===== src/rtl/vga_pkg.sv =====
// Shared types and constants for the VGA ship/grid drawers.
// Slot k of a 64-bit position vector holds X at bit 3+8k and Y at bit 7+8k (4 bits each).
package vga_pkg;

    typedef logic [7:0] rgb332_t;

    localparam int COORD_W     = 4;
    localparam int SLOT_STRIDE = 8;
    localparam int SLOT_BASE   = 3;
    localparam int MAX_SLOTS   = 7;
    localparam int GRID_MAX    = 15;

    typedef logic [COORD_W-1:0] coord_t;

    function automatic coord_t slot_x(input logic [63:0] vec, input int k);
        return vec[SLOT_BASE + SLOT_STRIDE*k +: COORD_W];
    endfunction

    function automatic coord_t slot_y(input logic [63:0] vec, input int k);
        return vec[SLOT_BASE + COORD_W + SLOT_STRIDE*k +: COORD_W];
    endfunction

endpackage


===== src/rtl/vga_desenho_embarcacao_if.sv =====
// Pixel-scan inputs and colour outputs of the ship drawer.
// master = scan/timing side, slave = drawer; all signals are single-cycle, no handshake.
interface vga_desenho_embarcacao_if;
    import vga_pkg::*;

    logic [9:0]  pixel_x;
    logic [9:0]  pixel_y;
    logic        video_on;
    logic        frame_start;
    logic [63:0] posicoesEmbarcacao;
    logic        ship_pixel;
    rgb332_t     rgb;
    logic        pixel_valid;

    modport master (
        output pixel_x, pixel_y, video_on, frame_start, posicoesEmbarcacao,
        input  ship_pixel, rgb, pixel_valid
    );

    modport slave (
        input  pixel_x, pixel_y, video_on, frame_start, posicoesEmbarcacao,
        output ship_pixel, rgb, pixel_valid
    );
endinterface


===== src/rtl/vga_celula_pixel.sv =====
// Registered pixel -> grid cell mapping (1-based column/row, in-grid and cell-outline flags).
// Shared by the ship, cursor and hit-marker drawers.
module vga_celula_pixel
    import vga_pkg::*;
#(
    parameter int CELL_LOG2 = 5,
    parameter int GRID_X0   = 64,
    parameter int GRID_Y0   = 0
) (
    input  logic       clk,
    input  logic       reset,
    input  logic [9:0] pixel_x_i,
    input  logic [9:0] pixel_y_i,
    input  logic       video_on_i,
    output coord_t     cell_col_o,
    output coord_t     cell_row_o,
    output logic       in_grid_o,
    output logic       edge_o,
    output logic       video_on_o
);

    logic [10:0]          rel_x, rel_y;
    logic [10:0]          col_full, row_full;
    logic [CELL_LOG2-1:0] off_x, off_y;

    coord_t cell_col_d, cell_col_q;
    coord_t cell_row_d, cell_row_q;
    logic   in_grid_d, in_grid_q;
    logic   edge_d, edge_q;
    logic   video_on_q;

    // Bit 10 of the 11-bit difference is the sign: pixel is left of / above the grid.
    always_comb begin
        rel_x      = {1'b0, pixel_x_i} - 11'(GRID_X0);
        rel_y      = {1'b0, pixel_y_i} - 11'(GRID_Y0);
        col_full   = (rel_x >> CELL_LOG2) + 11'd1;
        row_full   = (rel_y >> CELL_LOG2) + 11'd1;
        off_x      = rel_x[CELL_LOG2-1:0];
        off_y      = rel_y[CELL_LOG2-1:0];
        cell_col_d = col_full[COORD_W-1:0];
        cell_row_d = row_full[COORD_W-1:0];
        in_grid_d  = !rel_x[10] && !rel_y[10]
                     && (col_full <= 11'(GRID_MAX)) && (row_full <= 11'(GRID_MAX));
        edge_d     = (off_x == '0) || (&off_x) || (off_y == '0) || (&off_y);
    end

    always_ff @(posedge clk) begin
        if (reset) begin
            cell_col_q <= '0;
            cell_row_q <= '0;
            in_grid_q  <= 1'b0;
            edge_q     <= 1'b0;
            video_on_q <= 1'b0;
        end else begin
            cell_col_q <= cell_col_d;
            cell_row_q <= cell_row_d;
            in_grid_q  <= in_grid_d;
            edge_q     <= edge_d;
            video_on_q <= video_on_i;
        end
    end

    assign cell_col_o = cell_col_q;
    assign cell_row_o = cell_row_q;
    assign in_grid_o  = in_grid_q;
    assign edge_o     = edge_q;
    assign video_on_o = video_on_q;

endmodule


===== src/rtl/vga_desenho_embarcacao.sv =====
// Ship drawer: 2-cycle pipeline deciding per scanned pixel whether it lies in an occupied ship cell.
// Optional VGA_EMBARCACAO_BLINK_EN hides the ship for 32 of every 64 frames.
module vga_desenho_embarcacao
    import vga_pkg::*;
#(
    parameter int      N_CELLS    = 1,
    parameter int      CELL_LOG2  = 5,
    parameter int      GRID_X0    = 64,
    parameter int      GRID_Y0    = 0,
    parameter rgb332_t SHIP_COLOR = 8'b100_100_10,
    parameter rgb332_t EDGE_COLOR = 8'b010_010_01
) (
    input  logic                      clk,
    input  logic                      reset,
    vga_desenho_embarcacao_if.slave   bus
);

    // Captured once per frame so a mid-frame move cannot tear the drawn ship.
    logic [63:0] pos_d, pos_q;

    coord_t cell_col, cell_row;
    logic   in_grid, edge_s1, video_on_d1;

    logic    ship_d, ship_q;
    rgb332_t rgb_d, rgb_q;
    logic    valid_d, valid_q;
    logic    match, hide, hit;
    coord_t  sx, sy;

    logic unused_bits;
    assign unused_bits = ^{pos_q[2:0], pos_q[63:59]};

    vga_celula_pixel #(
        .CELL_LOG2 (CELL_LOG2),
        .GRID_X0   (GRID_X0),
        .GRID_Y0   (GRID_Y0)
    ) u_celula (
        .clk        (clk),
        .reset      (reset),
        .pixel_x_i  (bus.pixel_x),
        .pixel_y_i  (bus.pixel_y),
        .video_on_i (bus.video_on),
        .cell_col_o (cell_col),
        .cell_row_o (cell_row),
        .in_grid_o  (in_grid),
        .edge_o     (edge_s1),
        .video_on_o (video_on_d1)
    );

    assign pos_d = bus.frame_start ? bus.posicoesEmbarcacao : pos_q;

`ifdef VGA_EMBARCACAO_BLINK_EN
    logic [5:0] blink_d, blink_q;

    assign blink_d = bus.frame_start ? blink_q + 6'd1 : blink_q;
    assign hide    = blink_q[5];

    always_ff @(posedge clk) begin
        if (reset) begin
            blink_q <= '0;
        end else begin
            blink_q <= blink_d;
        end
    end
`else
    assign hide = 1'b0;
`endif

    always_comb begin
        match = 1'b0;
        sx    = '0;
        sy    = '0;
        for (int k = 0; k < MAX_SLOTS; k++) begin
            if (k < N_CELLS) begin
                sx = slot_x(pos_q, k);
                sy = slot_y(pos_q, k);
                if ((sx != '0) && (sy != '0) && (sx == cell_col) && (sy == cell_row)) begin
                    match = 1'b1;
                end
            end
        end
        hit     = in_grid && video_on_d1 && match && !hide;
        ship_d  = hit;
        rgb_d   = hit ? (edge_s1 ? EDGE_COLOR : SHIP_COLOR) : 8'h00;
        valid_d = video_on_d1;
    end

    always_ff @(posedge clk) begin
        if (reset) begin
            pos_q   <= '0;
            ship_q  <= 1'b0;
            rgb_q   <= '0;
            valid_q <= 1'b0;
        end else begin
            pos_q   <= pos_d;
            ship_q  <= ship_d;
            rgb_q   <= rgb_d;
            valid_q <= valid_d;
        end
    end

    assign bus.ship_pixel  = ship_q;
    assign bus.rgb         = rgb_q;
    assign bus.pixel_valid = valid_q;

endmodule


===== src/flat_wrapper.sv =====
// flat-port wrapper written by rule: the top's interface ports become plain ports
module vga_desenho_embarcacao_flat import vga_pkg::*;
#(
    parameter int      N_CELLS    = 1,
    parameter int      CELL_LOG2  = 5,
    parameter int      GRID_X0    = 64,
    parameter int      GRID_Y0    = 0,
    parameter rgb332_t SHIP_COLOR = 8'b100_100_10,
    parameter rgb332_t EDGE_COLOR = 8'b010_010_01
)
  (clk, reset, bus_pixel_x, bus_pixel_y, bus_video_on, bus_frame_start, bus_posicoesEmbarcacao, bus_ship_pixel, bus_rgb, bus_pixel_valid);
  vga_desenho_embarcacao_if bus_i ();
  input  logic clk;
  input  logic reset;
  input wire logic [$bits(bus_i.pixel_x)-1:0] bus_pixel_x;
  input wire logic [$bits(bus_i.pixel_y)-1:0] bus_pixel_y;
  input wire logic [$bits(bus_i.video_on)-1:0] bus_video_on;
  input wire logic [$bits(bus_i.frame_start)-1:0] bus_frame_start;
  input wire logic [$bits(bus_i.posicoesEmbarcacao)-1:0] bus_posicoesEmbarcacao;
  output wire logic [$bits(bus_i.ship_pixel)-1:0] bus_ship_pixel;
  output wire logic [$bits(bus_i.rgb)-1:0] bus_rgb;
  output wire logic [$bits(bus_i.pixel_valid)-1:0] bus_pixel_valid;
  assign bus_i.pixel_x = bus_pixel_x;
  assign bus_i.pixel_y = bus_pixel_y;
  assign bus_i.video_on = bus_video_on;
  assign bus_i.frame_start = bus_frame_start;
  assign bus_i.posicoesEmbarcacao = bus_posicoesEmbarcacao;
  assign bus_ship_pixel = bus_i.ship_pixel;
  assign bus_rgb = bus_i.rgb;
  assign bus_pixel_valid = bus_i.pixel_valid;
  vga_desenho_embarcacao #(.N_CELLS(N_CELLS), .CELL_LOG2(CELL_LOG2), .GRID_X0(GRID_X0), .GRID_Y0(GRID_Y0), .SHIP_COLOR(SHIP_COLOR), .EDGE_COLOR(EDGE_COLOR)) u_core (.clk(clk), .reset(reset), .bus(bus_i));
endmodule

===== config.mk =====
export PLATFORM = sky130hd
export DESIGN_NAME = vga_desenho_embarcacao_flat
export DESIGN_NICKNAME = d
export VERILOG_FILES = /design/src/rtl/vga_pkg.sv /design/src/rtl/vga_desenho_embarcacao_if.sv /design/src/rtl/vga_celula_pixel.sv /design/src/rtl/vga_desenho_embarcacao.sv /design/src/flat_wrapper.sv
export SDC_FILE = /design/constraint.sdc
export NUM_CORES = 1
export LEC_CHECK = 0
export ABC_AREA = 1
export CAP_MARGIN = 20
export CORE_MARGIN = 2
export CORE_UTILIZATION = 32
export CTS_CLUSTER_SIZE = 14
export DETAILED_ROUTE_END_ITERATION = 7
export GPL_TIMING_DRIVEN = 0
export PLACE_DENSITY = 0.79
export SYNTH_ARGS = -nofsm -noshare
export SYNTH_HDL_FRONTEND = slang
export SYNTH_SLANG_ARGS = --single-unit
export TNS_END_PERCENT = 100

===== constraint.sdc =====
create_clock -name clk -period 2.32 [get_ports clk]
set_clock_uncertainty 0.2 [all_clocks]
set_input_delay 0.348 -clock clk [delete_from_list [all_inputs] [get_ports clk]]
set_output_delay 0.348 -clock clk [all_outputs]
set_load 0.02 [all_outputs]

==> impl_results.md, run 1 <==
* Cts repair resizes at 0
* Max Root-Sink Buffers at 2
* Status: finished, final reports clean
* Met2 Usage GRT at 0.198
* Worst Path Required at 1770 ps
* Worst-skew pair later-pin latency at 260 ps
* Max cap viols at 0
* Largest net degree at the start of global routing at 13
* Hold Path Depth at 1
* GRT Total Usage at 0.118
* Final setup viols at 0
* Min-Delay Path Class: reg2reg
* Critical R2R Capture: u_core.bus.rgb[4]
* Sequential share of the synthesized area at 0.379
* Root Buffer: clkbuf_8
* Reg2Reg Setup Slack at 1120 ps
* Die Area at about 4300 µm²
* # hold bufs at CTS at 0
* Core Region at approximately 3700 µm²
* Multi-input logic area at around 580 µm²
* Min Clock Period, post-route at 1870 ps
* Hold Crit Start: u_core.u_celula.edge_o
* Cell area power density at slightly below 500 nW/µm²
* Antenna viol nets, final at 0
* Post-DP HPWL at between 1500 and 2000 µm
* Initial Util at 0.332
* Number of CTS-inserted buffers at 3
* Final Hold Violating Endpoints at 0
* Synth-to-layout area growth at 41.0%
* Area share of the largest cell type after synthesis at 0.379
* Reg2reg start: u_core.pos_q[5]
* CTS HTree Levels at 1
* Gpl congestion at 0.789
* FF+latch area at between 400 and 500 µm²
* First-pass GRT wire length at 3900 µm
* Hold endpoint: u_core.bus.rgb[4]
* Grt peak-use layer: met2
* Starting DRC count in detailed routing at 25
* Critical path type: reg2out
* DIE WIDTH at 65.7 µm
* Met3 Use GR at 0.0205
* Met1 Use GR at 0.134
* Largest family of logic cells by synthesized area: simple AND/OR/NAND/NOR gates
* Total clock sinks at 23
* Chip height at roughly 66 µm
* Final hold slack at 218 ps
* Setup TNS at 0 ps
* Final Max Tran Viols at 0
* Cells after Synth at 183
* GRT Residual Overflow at 0
* Synth warn at 0
* Max Clk Rate at 0.535 GHz
* Total number of vias at between 1000 and 1500
* CP Launch Type: register
* Synthesized flop and latch total at 23
* Post-Synth Adder-Cell Area at 0.0514
* Synth area leader: dfxtp_1
* DRC Markers at 0
* # fillers at 373
* Ranking of synthesized cells by area: dfxtp_1 38%, nand2_1 14%, nor2_1 9.6%
* Nets at approximately 320
* Clk slew on worst S/H paths at 70 ps
* Synth Cell Area at 1220 µm²
* TritonRoute pass-1 iters at 4
* I/O pin total at 98
* IO buf count at 39
* Initial antenna violation count at 0
* Ant. Diodes at 0
* Post-CTS Setup Bufs at 0
* Final Core Density at 0.469
* Post-Synth Simple-Gate Area at 0.341
* Worst VDD drop at about 0.00027 V
* FP Rows at 22
* Worst EP arrival at 1320 ps
* Crit share post-route at 0.806
* Vias per inst at between 4 and 5
* Worst reg2reg path depth at 8
* TritonCTS clock tree: yes
* CP endpoint kind: output port
* Vias in the first global route at ~980
* Xor and xnor area share after synthesis at 0.00720
* Routed WL per cell at 8.40 µm
* Routed wire length at 2310 µm
* Share of cells above drive strength 1 at 0.0925
* Worst-path fanout max at 3
* Synth cell types at 21
* Mapped Avg Cell Area at 6.65 µm²
* Leak Pwr at 0.000800 µW
* RSZ-0062 raised after global routing: false
* Complex-gate fraction of the synthesized area at 0.0679
* Multiplexer share of the synthesized area at 0
==> metal layers <==
layer  up-vias  wire length, µm  part of all wire
met2        17             1120              0.48
li1        642                -                 -
met3         4               70             0.030
met5         -                0                 0
met1       462             1050              0.45
met4         0               73             0.032
==> layout make-up <==
| class | count | area share |
|---|---|---|
| inverters | 33 | 0.0722 |
| repair buffers | 39 | 0.228 |
| clock buffers | 4 | 0.0263 |
| plain buffers | 9 | 0.0350 |
| flip-flops and latches | 23 | 0.268 |
| multi-input cells | 119 | 0.336 |
| well taps | 48 | 0.0350 |
==> through the flow <==
stage / setup slack [ps] / power [µW] / instance area [µm²] / cells
after floorplan: 858 / 533 / 1220 / 184
after global placement: 250 / 608 / 1670 / 271
after detailed placement: 243 / 612 / 1670 / 271
after CTS: 431 / 849 / 1720 / 275
after global routing: 391 / 893 / 1720 / 275
final: 451 / 840 / 1720 / 275
==> flip-flops by register name (all words and copies together), names as in the netlist <==
name and count:
u_core.bus.pixel_valid 1, u_core.bus.rgb 2, u_core.bus.ship_pixel 1, u_core.pos_q 8, u_core.u_celula.cell_col_o 4, u_core.u_celula.cell_row_o 4
u_core.u_celula.edge_o 1, u_core.u_celula.in_grid_o 1, u_core.u_celula.video_on_o 1
==> logic make-up after synthesis <==
group           Yosys count
fa+ha+maj                 5
simple gates             99
flops                    23
compound gates           12
buf+inv                  42
other cells               1
xor+xnor                  1
==> report_power, final <==
| part | internal, µW | switching [µW] | leakage [µW] |
|---|---|---|---|
| Combinational | 91.3 | 82.6 | 0.000587 |
| Clock | 122 | 115 | 0.0000228 |
| Sequential | 418 | 10.6 | 0.000190 |
| Total | 632 | 208 | 0.000800 |
==> cell usage in the layout (no fill, tap or decap) <==
cell type / synthesis / final
nor3_1: 3 / 3
o22ai_1: 1 / 1
a211oi_1: 8 / 8
nand2_2: 3 / 3
clkbuf_8: 0 / 3
conb_1: 1 / 2
a31oi_1: 1 / 1
clkdlybuf4s50_1: 0 / 39
o21ai_0: 1 / 1
o21ai_1: 1 / 1
nor2_2: 3 / 3
inv_1: 30 / 30
buf_4: 6 / 6
buf_2: 3 / 3
clkbuf_1: 0 / 1
nand3_1: 12 / 12
xor2_1: 1 / 1
nand4_1: 2 / 2
dfxtp_1: 23 / 23
nand2_1: 44 / 44
inv_2: 3 / 3
nor3b_1: 1 / 1
ha_1: 5 / 5
nor2_1: 31 / 31
==> synth_stat cells <==
| library cell | count |
|---|---|
| nor2_2 | 3 |
| nand2_2 | 3 |
| xor2_1 | 1 |
| inv_2 | 3 |
| nor3b_1 | 1 |
| dfxtp_1 | 23 |
| nor3_1 | 3 |
| nand4_1 | 2 |
| nand2_1 | 44 |
| buf_4 | 6 |
| inv_1 | 30 |
| o21ai_1 | 1 |
| ha_1 | 5 |
| conb_1 | 1 |
| nand3_1 | 12 |
| o21ai_0 | 1 |
| o22ai_1 | 1 |
| a31oi_1 | 1 |
| buf_2 | 3 |
| nor2_1 | 31 |
| a211oi_1 | 8 |
==> worst max-delay path by stage <==
stage	startpoint	to	slack, ps	cells after the start
after floorplan	bus_pixel_x[6]	u_core.u_celula.in_grid_o	860	8
after global placement	bus_pixel_x[5]	u_core.u_celula.in_grid_o	250	9
after detailed placement	bus_pixel_x[5]	u_core.u_celula.in_grid_o	240	9
after CTS	u_core.bus.rgb[4]	bus_rgb[4]	430	2
after global routing	bus_pixel_x[5]	u_core.u_celula.in_grid_o	390	9
final	u_core.bus.rgb[4]	bus_rgb[4]	450	2
==> critical path: stages (launching register included) <==
cell and delay [ps]:
dfxtp_1 350, buf_4 110, clkdlybuf4s50_1 590
Power figures use the tool's default switching activity.
==> run 2: changes to the inputs <==
--- a/config.mk
+++ b/config.mk
@@ -8,11 +8,11 @@
 export ABC_AREA = 1
 export CAP_MARGIN = 20
 export CORE_MARGIN = 2
-export CORE_UTILIZATION = 32
+export CORE_UTILIZATION = 29
 export CTS_CLUSTER_SIZE = 14
 export DETAILED_ROUTE_END_ITERATION = 7
 export GPL_TIMING_DRIVEN = 0
-export PLACE_DENSITY = 0.79
+export PLACE_DENSITY = 0.75
 export SYNTH_ARGS = -nofsm -noshare
 export SYNTH_HDL_FRONTEND = slang
 export SYNTH_SLANG_ARGS = --single-unit
==> constraint.sdc (replaced) <==
create_clock -name clk -period 1.71 [get_ports clk]
set_clock_uncertainty 0.2 [all_clocks]
set_input_delay 0.2565 -clock clk [delete_from_list [all_inputs] [get_ports clk]]
set_output_delay 0.2565 -clock clk [all_outputs]
set_load 0.02 [all_outputs]
==> run 2 against run 1 <==
Against the previous run: non-clock buffer count is the same; sequential power grew 35%; hold slack improved by 1.3 ps.
==> impl_results.md, run 2 (synthesis results as in run 1) <==
* Status: finished, final reports clean
* Post-CTS Setup Bufs at 0
* Die Area at 4730 µm²
* Routed WL per cell at 8.73 µm
* Nets at around 320
* Commonest non-fill, non-tap cell in the layout: nand2_1
* I/O pin total at 98
* CP max stage delay at 590 ps
* Gpl congestion at 0.818
* Final Max Tran Viols at 0
* DRC Markers at 0
* Antenna viol nets, final at 0
* GRT Total Usage at 0.107
* Inst Count DP at 273
* Min Clock Period, post-route at ~1600 ps
* RSZ-0062 raised after global routing: true
* Buf/Inv on CP at 1
* Worst Path Required at 1250 ps
* Worst VDD drop at 0.000272 V
* Critical path type: reg2out
* Most frequent cells in the layout: 44 x nand2_1, 32 x clkdlybuf4s50_1, 31 x nor2_1
* Synth-to-layout area growth at 43.6%
* Max Root-Sink Buffers at 2
* Worst-path fanout max at 1
* CP Launch Type: register
* Max reg flops at 8
* Finished Cell Area at 1750 µm²
* Dpl cell area at 1670 µm²
* Total number of vias at 1141
* Total clock sinks at 23
* Vias in the first global route at 954
* Min-Delay Path Class: reg2reg
* IO buf count at 39
* Cell area power density at about 660 nW/µm²
* TritonRoute pass-1 iters at 4
* Max Clk Rate at 0.614 GHz
* GRT Residual Overflow at 0
* Share of cells above drive strength 1 at 0.106
* Number of CTS-inserted buffers at 3
* Slowest-stage cell, CP: clkdlybuf4s50_1
* Largest net degree at the start of global routing at 13
* Root Buffer: clkbuf_8
* TritonCTS clock tree: yes
* Starting DRC count in detailed routing at 87
* Final setup viols at 0
* Ant. Diodes at 0
* Initial antenna violation count at 0
* Final Core Density at 0.434
* Max cap viols at 0
* Worst-skew pair later-pin latency at between 200 and 300 ps
* Final Total Pwr at 1150 µW
* Leak Pwr at 0.000858 µW
* Clk slew on worst S/H paths at 70 ps
* FP Rows at 23
* Setup TNS at 0 ps
* CP endpoint kind: output port
* First-pass GRT wire length at 3760 µm
* Chip height at 68.8 µm
* CTS HTree Levels at 1
* Worst EP arrival at 1170 ps
* Family with the most delay on the worst path: buffers and inverters
* Post-Layout Cell Count at 277
* Vias per inst at 4.12
* Core Region at around 4000 µm²
* Initial Util at 0.302
* CP Cell Sequence: clkdlybuf4s50_1
* Crit share post-route at 0.953
* Routed wire length at 2420 µm
* DIE WIDTH at between 60 and 70 µm
* Post-DP HPWL at 1930 µm
* Top reg by flops: u_core.pos_q
* Final Hold Violating Endpoints at 0
-- run 2: changes by cell type in the layout (fill, tap and decap cells not counted), sizes merged --
cell and change:
clkdlybuf4s50 -7, dlymetal6s2s +2, dlygate4sd2 +5
-- run 2: per-stage QoR --
step	setup slack, ps	hold slack, ps
after floorplan	339	129
after global placement	-297	200
final	80.0	219
after CTS	12.4	219
after global routing	-11.3	232
after detailed placement	-313	209
-- run 2: per-layer routing --
layer  wire length [µm]  part of all wire  track usage  vias to the layer above
li1                   -                 -            -                      638
met1               1090              0.45        0.125                      473
met2               1140              0.47        0.179                       26
met3                135             0.056       0.0195                        4
met4                 54             0.022       0.0662                        0
met5                  0                 0            0                        -
-- run 2: layout make-up --
| type | instances | area, µm² |
|---|---|---|
| Multi-Input combinational cell | 119 | 606 |
| Sequential cell | 23 | 460 |
| Inverter | 33 | 124 |
| Clock buffer | 4 | 45.0 |
| Buffer | 9 | 60.1 |
| Fill cell | 407 | 2280 |
| Tap cell | 50 | 62.6 |
| Timing Repair Buffer | 39 | 389 |
-- run 2: where the power goes --
part | internal [µW] | leakage, µW | total (µW) | switching (µW)
Sequential | 567 | 0.000190 | 581 | 13.8
Combinational | 129 | 0.000645 | 248 | 119
Clock | 166 | 0.0000228 | 324 | 158
-- run 2: timing repair --
| item | CTS | global route |
|---|---|---|
| gates resized for setup | 5 | 6 |
| hold buffers | 0 | 0 |
| pin swaps | 0 | 1 |
| gates cloned | 0 | 0 |
| endpoints found under the setup margin | 5 | 3 |
-- run 2: path summary, 6_finish.rpt --
kind         cells past startpoint                 to              startpoint  slack [ps]
max                              1    bus_pixel_valid  u_core.bus.pixel_valid          80
min                              1  u_core.bus.rgb[4]  u_core.u_celula.edge_o         220
max reg2reg                      8  u_core.bus.rgb[6]         u_core.pos_q[3]         490
min reg2reg                      1  u_core.bus.rgb[4]  u_core.u_celula.edge_o         220
==> run 3: changes to the inputs <==
--- a/config.mk
+++ b/config.mk
@@ -7,8 +7,10 @@
 export LEC_CHECK = 0
 export ABC_AREA = 1
 export CAP_MARGIN = 20
+export CORE_ASPECT_RATIO = 1.5
 export CORE_MARGIN = 2
 export CORE_UTILIZATION = 29
+export CTS_CLUSTER_DIAMETER = 80
 export CTS_CLUSTER_SIZE = 14
 export DETAILED_ROUTE_END_ITERATION = 7
 export GPL_TIMING_DRIVEN = 0
==> run 3 against run 2 <==
Against the previous run: first-iteration DRC count fell by 75%; combinational power shrank 2%; via count stayed put; wire length down 3.0%; utilization decreased by 0.090 points; register-to-register slack is essentially flat; power decreased by 1.1%; critical path depth unchanged; non-clock buffer count did not move; clock power shrank 2%; sequential share of layout area grew 0.29 points; global-route usage is 0.29 points lower; critical path type unchanged; largest cell class unchanged; highest routed layer unchanged.
==> impl_results.md, run 3 (synthesis results as in run 1) <==
* I/O pin total at 98
* FP Rows at 28
* TritonCTS clock tree: yes
* Final setup viols at 0
* Min-Delay Path Class: reg2reg
* First-pass GRT wire length at 3930 µm
* Reg2reg start: u_core.pos_q[5]
* Family with the most delay on the worst path: buffers and inverters
* Final Hold Violating Endpoints at 0
* Final Max Tran Viols at 0
* Post-DP HPWL at 1930 µm
* Post-CTS Setup Bufs at 0
* Critical path type: reg2out
* Worst-skew pair later-pin latency at 260 ps
* Vias per inst at 4.19
* Worst VDD drop at ~0.00054 V
* Initial Util at 0.305
* Min Clock Period, post-route at between 1500 and 2000 ps
* Ant. Diodes at 0
* Initial antenna violation count at 0
* Hold Path Depth at 1
* Max reg flops at 8
* CP max stage delay at roughly 600 ps
* Final WS setup at 80.8 ps
* Total number of vias at 1141
* Vias in the first global route at 976
* Final Core Density at 0.433
* Worst-path fanout max at 1
* CP Launch Type: register
* RSZ-0062 raised after global routing: false
* CTS HTree Levels at 1
* Status: finished, final reports clean
* Share of cells above drive strength 1 at 0.0969
* Number of CTS-inserted buffers at 3
* Nets at 321
* Pre-CTS WS at -297 ps
* Chip height at 83.3 µm
* Starting DRC count in detailed routing at 22
* Worst Path Required at 1250 ps
* DIE WIDTH at 56.9 µm
* Buf/Inv on CP at 1
* Largest net degree at the start of global routing at 13
* Total clock sinks at 23
* Worst reg2reg path depth at 8
* Max Root-Sink Buffers at 2
* DRC Markers at 0
* WP depth at 1
* Routed WL per cell at around 8.6 µm
* Setup TNS at 0 ps
* Leak Pwr at 0.000859 µW
* IO buf count at 39
* Max cap viols at 0
* Crit. Startpoint: u_core.bus.pixel_valid
* GRT Total Usage at 0.104
* CP endpoint kind: output port
* Clk slew on worst S/H paths at 70 ps
* GRT Residual Overflow at 0
* Worst EP arrival at 1170 ps
* Synth-to-layout area growth at 42.1%
* TritonRoute pass-1 iters at 4
* Commonest non-fill, non-tap cell in the layout: nand2_1
* CP Cell Sequence: clkdlybuf4s50_1
* Top reg by flops: u_core.pos_q
* Cell area power density at 660 nW/µm²
* Slowest-stage cell, CP: clkdlybuf4s50_1
* Hold Crit Start: u_core.u_celula.edge_o
* Antenna viol nets, final at 0
* Gpl congestion at 0.770
* Crit share post-route at 0.953
* Die Area at between 4000 and 5000 µm²
* Routed wire length at 2350 µm
* Most frequent cells in the layout: 44 x nand2_1, 32 x clkdlybuf4s50_1, 31 x nor2_1
* Max Clk Rate at 0.614 GHz
* Core Region at 3990 µm²
* Root Buffer: clkbuf_8
run 3: area by class of cell:
cell class	count	area, µm²
plain buffers	9	60.1
clock buffers	4	45.0
fillers	424	2270
inverters	33	124
multi-input cells	119	593
flip-flops and latches	23	460
well taps	45	56.3
repair buffers	39	389
run 3: final timing paths:
path,end,slack [ps]
setup reg to reg,u_core.bus.rgb[6],490
setup / recovery,bus_pixel_valid,80
hold reg to reg,u_core.bus.rgb[4],220
hold / removal,u_core.bus.rgb[4],220
run 3: routing by layer:
layer	global-route usage	wire, µm	vias to the layer above
met1	0.109	943	480
met5	0	0	-
met4	0.0634	57	0
li1	-	-	638
met3	0.0156	96	4
met2	0.187	1250	19
run 3: per-stage QoR:
step	cells	cell area, µm²	total power (µW)	hold WS (ps)
global placement	268	1670	826	195
finish	272	1730	1140	219
floorplan	184	1220	723	129
global route	272	1730	1210	255
CTS	272	1710	1140	221
detailed placement	268	1670	829	210
run 3: what timing repair did:
action	in CTS	in global routing
gates resized for setup	5	5
endpoints found under the setup margin	5	3
gates cloned	0	0
pin swaps	0	0
hold buffers	0	0
run 3: where the power goes:
part	total, µW	switching, µW	internal, µW
Clock	318	153	166
Sequential	580	13.4	567
Combinational	242	114	128
Total	1140	280	860
==> variant 1, RTL diff (settings of run 3) <==
Add a define of `VGA_EMBARCACAO_BLINK_EN`.
--- a/src/rtl/vga_desenho_embarcacao.sv
+++ b/src/rtl/vga_desenho_embarcacao.sv
@@ -1,4 +1,6 @@
 // Ship drawer: 2-cycle pipeline deciding per scanned pixel whether it lies in an occupied ship cell.
 // Optional VGA_EMBARCACAO_BLINK_EN hides the ship for 32 of every 64 frames.
+`define VGA_EMBARCACAO_BLINK_EN
+
 module vga_desenho_embarcacao
     import vga_pkg::*;
Check against the original RTL: no difference found for any inputs over 10 cycles, from zero or initial values and one cycle with reset high; that may be too few to reach the edited logic, so the function may still have changed.
==> variant 1 against run 3 <==
Register-to-register slack got worse by 80 ps; critical path depth unchanged; wire length grew 25%; fmax fell by 0.34%; design area is 17% higher; critical path type unchanged; synthesized area rose by 18%; final cell count is 21% higher; power up 33%; sequential power rose by 26%; count of clock-buffer cells in the layout is 1 higher; sequential share of layout area up 2.1 points; global-route usage rose by 1.3 points; sequential cell count is 6 higher; worst setup slack got worse by 5.5 ps.
==> variant 1: results (changes against run 3) <==
| Metric | Value |
|---|---|
| Status | `finished, final reports clean` |
| Leakage | `0.970 nW (+13%)` |
| Post-CTS resize count | `5 (unchanged)` |
| GR Util met3 | `3.15% (+1.6 points)` |
| Clock buffer depth | `2 (unchanged)` |
| Main area contributors after synthesis | `dfxtp_1 40%, nand2_1 13%, nor2_1 9.4%` |
| Top post-synthesis cells by count | `51 x nand2_1, 36 x nor2_1, 34 x inv_1` |
| Synth warn | `0 (unchanged)` |
| Routed vias/inst | `4.20 (+0.15%)` |
| Worst min path class | `primary input to flop` |
| Adder-Cell Fraction of Synth Area | `5.21% (+0.069 points)` |
| Later-pin clock latency in the skew report | `280 ps (+20 ps)` |
| CTS root buffer | `clkbuf_8` |
| Final wirelength | `2930 um (+25%)` |
| TritonCTS Buffers | `5 (+2)` |
| Layout Nets | `355 (+11%)` |
| Core Region | `0.00481 mm2 (+20%)` |
| Slowest stage delay, CP | `590 ps` |
| Largest net degree at the start of global routing | `11 (-2)` |
| Post-synthesis sequential area ratio | `40.3% (+2.5 points)` |
| Postcts setup bufs | `0 (unchanged)` |
| Place WS | `-263 ps (+33.8 ps)` |
| Gpl congestion | `0.845 (+9.8%)` |
| Distinct cells, synth | `21 (unchanged)` |
| Post-synthesis compound-gate area fraction | `9.64% (+2.9 points)` |
| Detailed Routing Iterations Pass 1 | `4 (unchanged)` |
| Fillers | `503 (+19%)` |
| Grt met1 use | `11.9% (+0.99 points)` |
| CP top delay family | `buffers and inverters` |
| Crit Path Max Fanout | `1 (unchanged)` |
| Post-synthesis xor/xnor area fraction | `1.82% (+1.1 points)` |
| M2 GR Usage | `20.7% (+2.0 points)` |
| Clk pin slew, worst setup/hold paths | `70 ps (about the same)` |
| Multiplexer area fraction after synthesis | `0% (unchanged)` |
| Ys async rst share | `0% (unchanged)` |
| First-pass GRT wire length | `5000 um (+27%)` |
| Vias in the first global route | `1302 (+33%)` |
| Number of diodes | `0 (unchanged)` |
| Final HPWL DP | `2340 um (+21%)` |
| Peak supply drop | `0.000338 V (-38%)` |
| DRT iter0 DRCs | `27 (+23%)` |
| GR Util All Layers | `11.7% (+1.3 points)` |
| Htree depth | `2 (+1)` |
| Layout cells sized above 1 | `8.78% (-0.91 points)` |
## variant 1: cell count changes in the layout (fill, tap and decap cells not counted), sizes merged, moves of 2 or more
cell,before,now
nand2,47,52
dfxtp,23,29
clkinv,0,2
nand3,12,10
clkbuf,4,7
a21oi,0,12
buf,9,7
nor2,34,39
o21ai,2,13
a211oi,8,0
## variant 1: cell type report
type                       count  area (um2)  area share (%)
tap                           66        82.6            4.09
timing repair buffer          39         389            19.3
clock inverter                 3        17.5           0.868
sequential                    29         581            28.8
clock buffer                   5        68.8            3.41
buffer                         9        65.1            3.22
multi-input combinational    143         687            34.0
inverter                      34         128            6.32
## variant 1: routing by layer
metal,vias up,share of wire [%]
li1,738,-
met1,607,39
met2,27,53
met3,6,5.5
met4,0,2.3
met5,-,0
## variant 1: logic make-up after synthesis
family | count (synthesis)
flip-flops | 29
other | 1
buffers and inverters | 43
XOR/XNOR | 3
AO/OA/AOI/OAI | 27
adder cells (fa/ha/maj) | 6
AND/OR/NAND/NOR | 105
## variant 1: final timing paths
path	startpoint	end	cells past startpoint	slack, ps
worst max-delay path	u_core.bus.pixel_valid$_SDFF_PP0_	bus_pixel_valid	1	80
worst min register to register	u_core.u_celula.edge_o$_SDFF_PP0_	u_core.bus.rgb[4]$_SDFF_PP0_	1	210
worst max register to register	u_core.blink_q[0]$_SDFFE_PP0P_	u_core.blink_q[4]$_SDFFE_PP0P_	6	410
worst min-delay path	bus_pixel_x[5]	u_core.u_celula.cell_col_o[0]$_SDFF_PP0_	2	120
## variant 1: through the flow
step / area, um2 / std cells / total power, mW / utilization [%]
3_5_place_dp: 1920 / 320 / 0.991 / 39.9
3_3_place_gp: 1920 / 320 / 0.985 / 39.9
6_report: 2020 / 328 / 1.52 / 42.0
2_1_floorplan: 1440 / 215 / 0.878 / -
5_1_grt: 2020 / 328 / 1.61 / 42.0
4_1_cts: 2000 / 328 / 1.53 / 41.5
## variant 1: power by group
group	internal, mW	switching, mW
sequential	0.713	0.0199
combinational	0.129	0.119
clock	0.280	0.260
==> variant 2, RTL diff (config.mk and constraints of run 3) <==
Without the edit above. `CELL_LOG2` is set to 5 in 3 places; all go to 4.
--- a/src/rtl/vga_celula_pixel.sv
+++ b/src/rtl/vga_celula_pixel.sv
@@ -4,5 +4,5 @@
     import vga_pkg::*;
 #(
-    parameter int CELL_LOG2 = 5,
+    parameter int CELL_LOG2 = 4,
     parameter int GRID_X0   = 64,
     parameter int GRID_Y0   = 0
--- a/src/rtl/vga_desenho_embarcacao.sv
+++ b/src/rtl/vga_desenho_embarcacao.sv
@@ -5,5 +5,5 @@
 #(
     parameter int      N_CELLS    = 1,
-    parameter int      CELL_LOG2  = 5,
+    parameter int      CELL_LOG2  = 4,
     parameter int      GRID_X0    = 64,
     parameter int      GRID_Y0    = 0,
--- a/src/flat_wrapper.sv
+++ b/src/flat_wrapper.sv
@@ -3,5 +3,5 @@
 #(
     parameter int      N_CELLS    = 1,
-    parameter int      CELL_LOG2  = 5,
+    parameter int      CELL_LOG2  = 4,
     parameter int      GRID_X0    = 64,
     parameter int      GRID_Y0    = 0,
Check against the original RTL: not equivalent (a bounded check fails within 4 cycles, from zero or initial values and one cycle with reset high).
==> variant 2 against run 3 <==
Via count up 1.4%; register-to-register slack improved by 70 ps; design area decreased by 1.0%; combinational power down 4%; sequential cell count unchanged; wire length grew 1.4%; synthesized area down 0.62%; count of clock-buffer cells in the layout unchanged; power is 0.49% higher; worst setup slack improved by 7.9 ps.
==> variant 2: results (changes against run 3) <==
| Metric | Value |
|---|---|
| Layout cells sized above 1 | `9.01% (-0.68 points)` |
| Place WS | `-312 ps (-15.1 ps)` |
| Fillers | `431 (+1.7%)` |
| CTS Hold Bufs | `1 (+1)` |
| Routed vias/inst | `4.33 (+3.3%)` |
| First-pass GRT wire length | `4150 um (+5.8%)` |
| Grt met1 use | `12.7% (+1.7 points)` |
| Non-clock inverter total of the final layout | `27 (-18%)` |
| Main area contributors after synthesis | `dfxtp_1 38%, nand2_1 12%, nor2_1 9.6%` |
| Worst min path class | `primary input to flop` |
| Status | `finished, final reports clean` |
| Post-synthesis compound-gate area fraction | `8.80% (+2.0 points)` |
| Comb_multi_in | `120 (+0.84%)` |
| Gpl congestion | `0.827 (+7.4%)` |
| Post-synthesis sequential area ratio | `38.1% (+0.24 points)` |
| # port buffers | `38 (-2.6%)` |
| WL met1 | `1060 um (+13%)` |
| Final wirelength | `2380 um (+1.4%)` |
| Distinct cells, synth | `22 (+4.8%)` |
| Die Area | `0.00471 mm2 (-0.59%)` |
| Layout Nets | `317 (-1.2%)` |
| Inst Count DP | `262 (-2.2%)` |
| Clock Power Share | `28.9% (+1.0 points)` |
| Mapped Cells | `178 (-2.7%)` |
| DR vias | `1157 (+1.4%)` |
-- variant 2: cell types whose count changed after synthesis, moves of 3 or more --
| cell | delta |
|---|---|
| a21oi_1 | +6 |
| nor2_2 | -3 |
| xnor2_1 | +3 |
| nand3_1 | -5 |
| inv_1 | -9 |
| a211oi_1 | -8 |
| nand2_1 | -4 |
| o21ai_0 | +11 |
-- variant 2: path summary, 6_finish.rpt --
check	from	to	slack (ps)	depth (start not counted)
worst min register to register	u_core.u_celula.edge_o$_SDFF_PP0_	u_core.bus.rgb[4]$_SDFF_PP0_	220	1
worst max register to register	u_core.pos_q[3]$_SDFFE_PP0P_	u_core.bus.rgb[6]$_SDFF_PP0_	560	5
worst max-delay path	u_core.bus.ship_pixel$_SDFF_PP0_	bus_ship_pixel	90	1
worst min-delay path	bus_pixel_y[4]	u_core.u_celula.cell_row_o[0]$_SDFF_PP0_	70	2
